## src/rtl/bcd_counter_display.sv

```systemverilog
// Four-digit BCD event counter with a multiplexed
// active-low seven-segment scan driver.
module bcd_counter_display #(
  parameter logic [15:0] SCAN_MAX = 16'd20000
) (
  input  logic        clk,
  input  logic        rst,
  input  logic        update,
  input  logic        clr,
  output logic [15:0] cnt_val,
  output logic        carry,
  output logic [3:0]  led_en,
  output logic [7:0]  led_seg
);

  logic [15:0] cnt_q, cnt_d;
  logic        carry_q, carry_d;
  logic [15:0] scan_q, scan_d;
  logic [1:0]  sel_q, sel_d;
  logic [3:0]  en_q, en_d;
  logic [7:0]  seg_q, seg_d;

  logic [15:0] inc;
  logic        wrap;
  logic [3:0]  dig;

  function automatic logic [7:0] seg_of(
    input logic [3:0] d
  );
    logic [7:0] s;
    case (d)
      4'd0:    s = 8'hC0;
      4'd1:    s = 8'hF9;
      4'd2:    s = 8'hA4;
      4'd3:    s = 8'hB0;
      4'd4:    s = 8'h99;
      4'd5:    s = 8'h92;
      4'd6:    s = 8'h82;
      4'd7:    s = 8'hF8;
      4'd8:    s = 8'h80;
      4'd9:    s = 8'h90;
      default: s = 8'hFF;
    endcase
    return s;
  endfunction

  // Ripple increment: a 9 rolls to 0 and
  // passes the carry on to the next digit.
  always_comb begin
    logic c;
    inc = cnt_q;
    c   = 1'b1;
    for (int i = 0; i < 4; i++) begin
      if (c && cnt_q[4*i +: 4] == 4'd9) begin
        inc[4*i +: 4] = 4'd0;
      end else begin
        inc[4*i +: 4] = cnt_q[4*i +: 4]
                      + {3'b000, c};
        c = 1'b0;
      end
    end
    wrap = c;
  end

  assign dig = cnt_q[{sel_q, 2'b00} +: 4];

  always_comb begin
    cnt_d   = cnt_q;
    carry_d = 1'b0;
    if (clr) begin
      cnt_d = 16'h0000;
    end else if (update) begin
      cnt_d   = inc;
      carry_d = wrap;
    end
  end

  always_comb begin
    scan_d = scan_q + 16'd1;
    sel_d  = sel_q;
    if (scan_q == SCAN_MAX - 16'd1) begin
      scan_d = 16'd0;
      sel_d  = sel_q + 2'd1;
    end
    en_d  = ~(4'b0001 << sel_q);
    seg_d = seg_of(dig);
  end

  always_ff @(posedge clk) begin
    if (rst) begin
      cnt_q   <= 16'h0000;
      carry_q <= 1'b0;
      scan_q  <= 16'd0;
      sel_q   <= 2'd0;
      en_q    <= 4'hF;
      seg_q   <= 8'hFF;
    end else begin
      cnt_q   <= cnt_d;
      carry_q <= carry_d;
      scan_q  <= scan_d;
      sel_q   <= sel_d;
      en_q    <= en_d;
      seg_q   <= seg_d;
    end
  end

  assign cnt_val = cnt_q;
  assign carry   = carry_q;
  assign led_en  = en_q;
  assign led_seg = seg_q;

endmodule

```

## config.mk

```make
export PLATFORM = sky130hd
export DESIGN_NAME = bcd_counter_display
export DESIGN_NICKNAME = d
export VERILOG_FILES = /design/src/rtl/bcd_counter_display.sv
export SDC_FILE = /design/constraint.sdc
export NUM_CORES = 1
export LEC_CHECK = 0
export CAP_MARGIN = 20
export CORE_MARGIN = 10
export CORE_UTILIZATION = 40
export CTS_CLUSTER_SIZE = 25
export DETAILED_ROUTE_END_ITERATION = 7
export PLACE_DENSITY = 0.6
export SLEW_MARGIN = 20
export SYNTH_ARGS = -nofsm -noshare
export SYNTH_HDL_FRONTEND = slang
export SYNTH_SLANG_ARGS = --single-unit
```

## constraint.sdc

```tcl
create_clock -name clk -period 3.19 [get_ports clk]
set_input_delay 0.4785 -clock clk [delete_from_list [all_inputs] [get_ports clk]]
set_output_delay 0.4785 -clock clk [all_outputs]
set_load 0.02 [all_outputs]
```

* After elaboration in Yosys (flattened, before gate mapping)
Memories as Yosys holds them, arrays and structs flattened. A register that Yosys moved wholly into a read port is not among the register bits.
Cells that the tools add are included.
** Operators by class
- $add $sub $neg :: 6
- Equality and inequality tests :: 5
- Reductions and logical operators :: 6
- Multiplexer cells :: 7
- Shift operators :: 2
- Bitwise logic cells :: 3
** Operators by type and width (number)
- 16-bit by 1-bit adder with 16-bit output (second input constant) :: 1
- 16-bit by 15-bit == test with 1-bit output (second input constant) :: 1
- 4-bit == test (second input constant) :: 4
- 4-bit two-way mux :: 4
- 16-bit by 5-bit variable part select with 4-bit output :: 1
- 4-bit by 1-bit adder with 4-bit output :: 3
- 4-bit by 1-bit adder with 4-bit output (second input constant) :: 1
- 4-bit inverter :: 1
- 2-bit OR reduction :: 2
- 4-bit OR reduction :: 1
- 1-bit by 2-bit left shift with 4-bit output (first input constant) :: 1
- 1-bit logical AND :: 3
- 1-bit two-way mux :: 3
- 2-bit by 1-bit adder with 2-bit output (second input constant) :: 1
- 1-bit inverter :: 2
** Storage, ports and cells
- Flip-flop bits (word level) :: 47
- Bits in read-only memories :: 112
- Output and inout port bits :: 29
- Input port bits :: 4
- Memories kept :: 1
- Word-level logic and storage cells :: 36
** Memories
- (name not given) :: words 16, bits a word 7, read ports 1, clocked after Yosys merged registers in 1, wr ports 0, RTL line 31 : case (d)

* Logic depth before layout (Yosys ltp)
- Word-level depth :: 9
- Depth in mapped cells :: 9

* Worst setup path after synthesis
Ideal clock, no wire load.
- Kind :: register -> register
- From :: register cnt_q[1], in the netlist cnt_val[1]
- To :: register cnt_q[13], in the netlist cnt_val[13]
- Stages on the path, launching flop included :: 8
- Buffers on the path :: 0
- Data required time :: 3.058 ns
- Arrival time :: 1.626 ns
- Period minus slack after synthesis :: 1.758 ns
- Slack :: 1.432 ns
- Cells stage by stage :: dfxtp_1 and4bb_2 nand3_1 inv_1 ha_1 ha_1 mux2i_1 nor2_1
** Between the ends
- Longest elaborated chain between the ends :: 8
- Elaborated cells between the ends (all ways) :: 9
- Classes of those cells :: 1 x add/sub; 1 x eq/ne; 4 x mux; 3 x reduce/logical
** RTL lines
- start, declared :: RTL line 16 : logic [15:0] cnt_q, cnt_d;
- start signal, assigned :: RTL line 98 : cnt_q <= cnt_d;
- 4-bit == test * :: RTL line 54 : if (c && cnt_q[4*i +: 4] == 4'd9) begin
- 1-bit two-way mux * :: RTL line 54
- 1-bit logical AND :: RTL line 54
- 1-bit two-way mux * :: RTL line 54
- 1-bit logical AND :: RTL line 54
- 1-bit two-way mux * :: RTL line 54
- 4-bit by 1-bit adder with 4-bit output or 1-bit logical AND (tied branches) :: RTL line 58, 54
- 4-bit two-way mux * :: RTL line 54
Mark *: on every way between the ends. The rest lies on a longest branch, timed or not.
A chain may end at the register's enable or synchronous reset.

* Final worst setup path
- From :: register sel_q[0]
- To :: register seg_q[0], in the netlist led_seg[0]
** Between the ends
- Longest elaborated chain between the ends :: 1
** RTL lines
- start, declared :: RTL line 19 : logic [1:0] sel_q, sel_d;
- start signal, assigned :: RTL line 101 : sel_q <= sel_d;
- 16-bit by 5-bit variable part select with 4-bit output :: RTL line 65 : assign dig = cnt_q[{sel_q, 2'b00} +: 4];
- end, declared :: RTL line 21 : logic [7:0] seg_q, seg_d;
Every way passes these cells.

==> implementation parameters <==
Parameter                              Value

Worst setup path
  Kind of start point of the critical path ... flop
  Type of element capturing the critical path ... flop
  Crit. Startpoint ... sel_q[0]
  Worst stage delay on the critical path ... around 0.8 ns
  Required time of the critical path ... roughly 3.4 ns
  Biggest fanout along the worst timing path ... 11
  CP Buf/Inv Count ... 0
  Cell-by-cell listing of the critical path ... mux4_1 > o21a_1 > nor2_2 > o21ai_0
  Arrival time reported for the critical path endpoint ... between 2 and 2.5 ns
  Top cell family by delay on the critical path ... multiplexers
  Reg2Reg Setup Slack ... 1.23 ns
  Reg-to-reg critical path startpoint ... sel_q[0]
  R2R Path End ... led_seg[0]
  Slowest cell on the critical path ... sky130_fd_sc_hd__mux4_1
  WS Path Type ... reg2reg
  Depth of the worst register-to-register path ... 4

Die
  Die Ht ... 94.9 um
  Area of the core region ... 5470 um2
  Initial cell density of the core ... between 40 and 50%
  Row count ... 27
  Number of ports placed on the die boundary ... 33
  Area of the die ... ~9000 um2
  Horiz. Die Dim ... 94.9 um

Clock tree
  Clock root buffer ... sky130_fd_sc_hd__clkbuf_8
  CTS-repair resized insts ... 0
  Setup Fix Bufs, Post-CTS ... 0
  Register clock-pin slew on the reported worst setup and hold paths ... about 0.08 ns
  Clock sink count ... 46
  Number of hold buffers added after CTS ... 0
  CTS tree ... built
  Number of H-tree levels ... 2
  CTS buffer count ... 5
  Buffer depth of the longest clock path ... 2
  Worst-Skew Late Latency ... about 0.3 ns

Cells and area
  Area added between synthesis and finish ... 19.7%
  Number of nets in the final layout ... ~290
  Finished layout cell area ... approximately 2700 um2
  Number of inserted filler cells in the final layout ... approximately 540
  Fraction of final layout cells with drive strength greater than 1 ... 6.59%
  Diodes inserted ... 0

STA
  Achievable clock frequency ... 511 MHz
  Summed negative setup slack over all endpoints ... 0 ns
  Number of hold violations in the final report ... 0
  Slew headroom ... between 60% and 70%
  Layout Skew ... ~0.0077 ns
  Final setup margin ... approximately 1.2 ns
  Slew Limit Fails ... 0
  Final setup violation count ... 0
  Ratio of final minimum period to clock period ... 61.3%
  Slew at the pin closest to its max-slew limit ... 0.540 ns
  Final critical path time including I/O delays and setup ... just under 2 ns
  Setup repair after global routing missed its margin ... false

Status
  Result of the run ... finished clean

Routing
  DRC Markers ... 0
  Detail-routed net length per standard cell ... ~13 um
  Detailed-route vias per instance ... approximately 4.9
  Detailed Route WL ... approximately 4500 um
  Vias post-DR ... around 1700
  Post-route ant nets ... 0
  Number of violations reported at the end of detailed-routing iteration 0 ... 97
  Drt pass-1 iters ... 4

Yosys
  Fraction of the mapped netlist area in compound gates ... around 7.7%
  Post-synthesis share of cell area spent on full adders, half adders and majority gates ... between 8 and 9%
  Count of flip-flops with a built-in enable after synthesis ... 0
  Yosys Warn Count ... 0
  Multiplexer share of the synthesized area ... ~6.6%
  Number of different library cells in the post-synthesis netlist ... 44
  Xor and xnor fraction of the mapped netlist area ... about 6.6%
  Post-synth net total ... between 200 and 300
  Gate count of the mapped netlist ... around 240
  Sequential-to-total area share from yosys stat ... approximately two fifths
  Count of state elements after synthesis ... 46
  Largest family of logic cells by synthesized area ... simple AND/OR/NAND/NOR gates
  Most frequently used flop master after synthesis ... sky130_fd_sc_hd__dfxtp_1
  Post-synthesis cell area ... 2240 um2
  Post-Syn Area per Cell ... just over 9 um2
  Synth Area in Simple Gates ... 24.2%
  Async set-or-reset flop fraction in the synthesized netlist ... 0%

Worst hold path
  Worst hold path type ... reg2reg
  Hold depth ... 1
  Capture endpoint of the worst hold path ... scan_q[0]
  Worst hold path startpoint ... scan_q[0]

Placement
  HPWL Detailed ... 3290 um
  Buffers added on ports ... 31
  Worst setup slack after placement ... about 1.2 ns
  Standard cell area after detailed placement ... 2590 um2
  GPL Wtd Cong ... between 0.8 and 0.9

Pwr
  Power density over the cells ... between 300 and 400 nW/um2
  Leak ... ~1.0 nW
  Maximum vdd drop ... 0.000147 V

Global routing
  Leftover overflow at the end of global routing ... 0
  GR met3 Demand/Resource ... 3.97%
  Global-route track usage on met1 ... 13.5%
  Number of antenna violations at the first check in global routing ... 0
  Via count of the first global-routing pass ... around 1600
  Layer with the highest usage ... met2
  Global routing met2 resource utilization ... roughly 16%
  Pin count of the biggest net entering global routing ... 17
  Global Route Usage Sum ... a little over a tenth
  Wire length of the first global-routing pass ... around 7700 um

Run
  Max-cap viol count ... 0
==> worst max-delay path by stage <==
| stage | slack [ns] | to | cells past startpoint |
|---|---|---|---|
| final | 1.23 | led_seg[0] | 4 |
| after floorplan | 1.43 | cnt_val[13] | 7 |
| after CTS | 1.23 | led_seg[0] | 4 |
| after global routing | 1.10 | led_seg[0] | 4 |
| after global placement | 1.22 | cnt_val[12] | 5 |
| after detailed placement | 1.20 | cnt_val[15] | 5 |
==> layout make-up <==
class | count | area (um2) | area share (%)
clock inverter | 1 | 5.00 | 0.186
multi-input combinational | 175 | 1220 | 45.3
inverter | 11 | 41.3 | 1.54
tap | 72 | 90.1 | 3.35
clock buffer | 7 | 86.3 | 3.21
timing repair buffer | 33 | 325 | 12.1
sequential | 46 | 921 | 34.3
==> layer usage <==
metal  vias up  share of wire [%]
met5         -                  0
met1       780                 47
met3         4                7.0
met2        26                 45
li1        894                  -
met4         0               0.69
==> cell usage in the layout (no fill, tap or decap), drive strengths merged, types with 5 or more instances in the layout <==
cell and count:
nand2 21, a21oi 18, dfxtp 46, inv 11, nand3 13, o21ai 6, nand4 5, clkdlybuf4s50 31
nor2 27, o31ai 5, clkbuf 7, xor2 11, ha 16, xnor2 6, nand2b 5, mux2i 5
==> cells by family after synthesis <==
logic type / count (synthesis)
xor gates and xnor gates: 17
DFF: 46
adders and majority gates: 16
other: 1
AOI/OAI and AO/OA: 31
buffers and inverters: 22
muxes: 9
and+or+nand+nor: 101
==> Yosys cell counts (3+ instances only) <==
master / n / area [um2]
sky130_fd_sc_hd__xnor2_1: 6 / 52.6
sky130_fd_sc_hd__a21oi_1: 18 / 90.1
sky130_fd_sc_hd__xor2_1: 11 / 96.3
sky130_fd_sc_hd__nand2b_1: 5 / 31.3
sky130_fd_sc_hd__ha_1: 16 / 200
sky130_fd_sc_hd__mux2i_1: 5 / 50.1
sky130_fd_sc_hd__nor2_1: 26 / 97.6
sky130_fd_sc_hd__nand3_1: 12 / 60.1
sky130_fd_sc_hd__o31ai_1: 5 / 37.5
sky130_fd_sc_hd__inv_1: 11 / 41.3
sky130_fd_sc_hd__nor3b_1: 4 / 30.0
sky130_fd_sc_hd__or4_1: 3 / 22.5
sky130_fd_sc_hd__nor3_1: 3 / 15.0
sky130_fd_sc_hd__dfxtp_1: 46 / 921
sky130_fd_sc_hd__nand4_1: 5 / 31.3
sky130_fd_sc_hd__o21ai_0: 5 / 25.0
sky130_fd_sc_hd__buf_2: 3 / 15.0
sky130_fd_sc_hd__clkbuf_1: 4 / 15.0
sky130_fd_sc_hd__nand2_1: 21 / 78.8
==> report_power, final <==
| group | switching [W] | internal (W) |
|---|---|---|
| Clock | 0.000187 | 0.000175 |
| Sequential | 0.00000615 | 0.000584 |
| Combinational | 0.0000367 | 0.0000286 |
==> stage by stage <==
step	total power [W]	std cells	hold slack (ns)	util, %
floorplan	0.000644	243	0.430	-
detailed placement	0.000670	337	0.456	47.4
global placement	0.000670	337	0.447	47.4
CTS	0.00103	345	0.474	49.1
finish	0.00102	345	0.470	49.1
global route	0.00107	345	0.497	49.1
==> registers in the layout, summed over array words and instances, names as in the netlist <==
| signal | count |
|---|---|
| led_en | 4 |
| scan_q | 16 |
| carry | 1 |
| led_seg | 7 |
| cnt_val | 16 |
| sel_q | 2 |
Power figures use the tool's default switching activity.
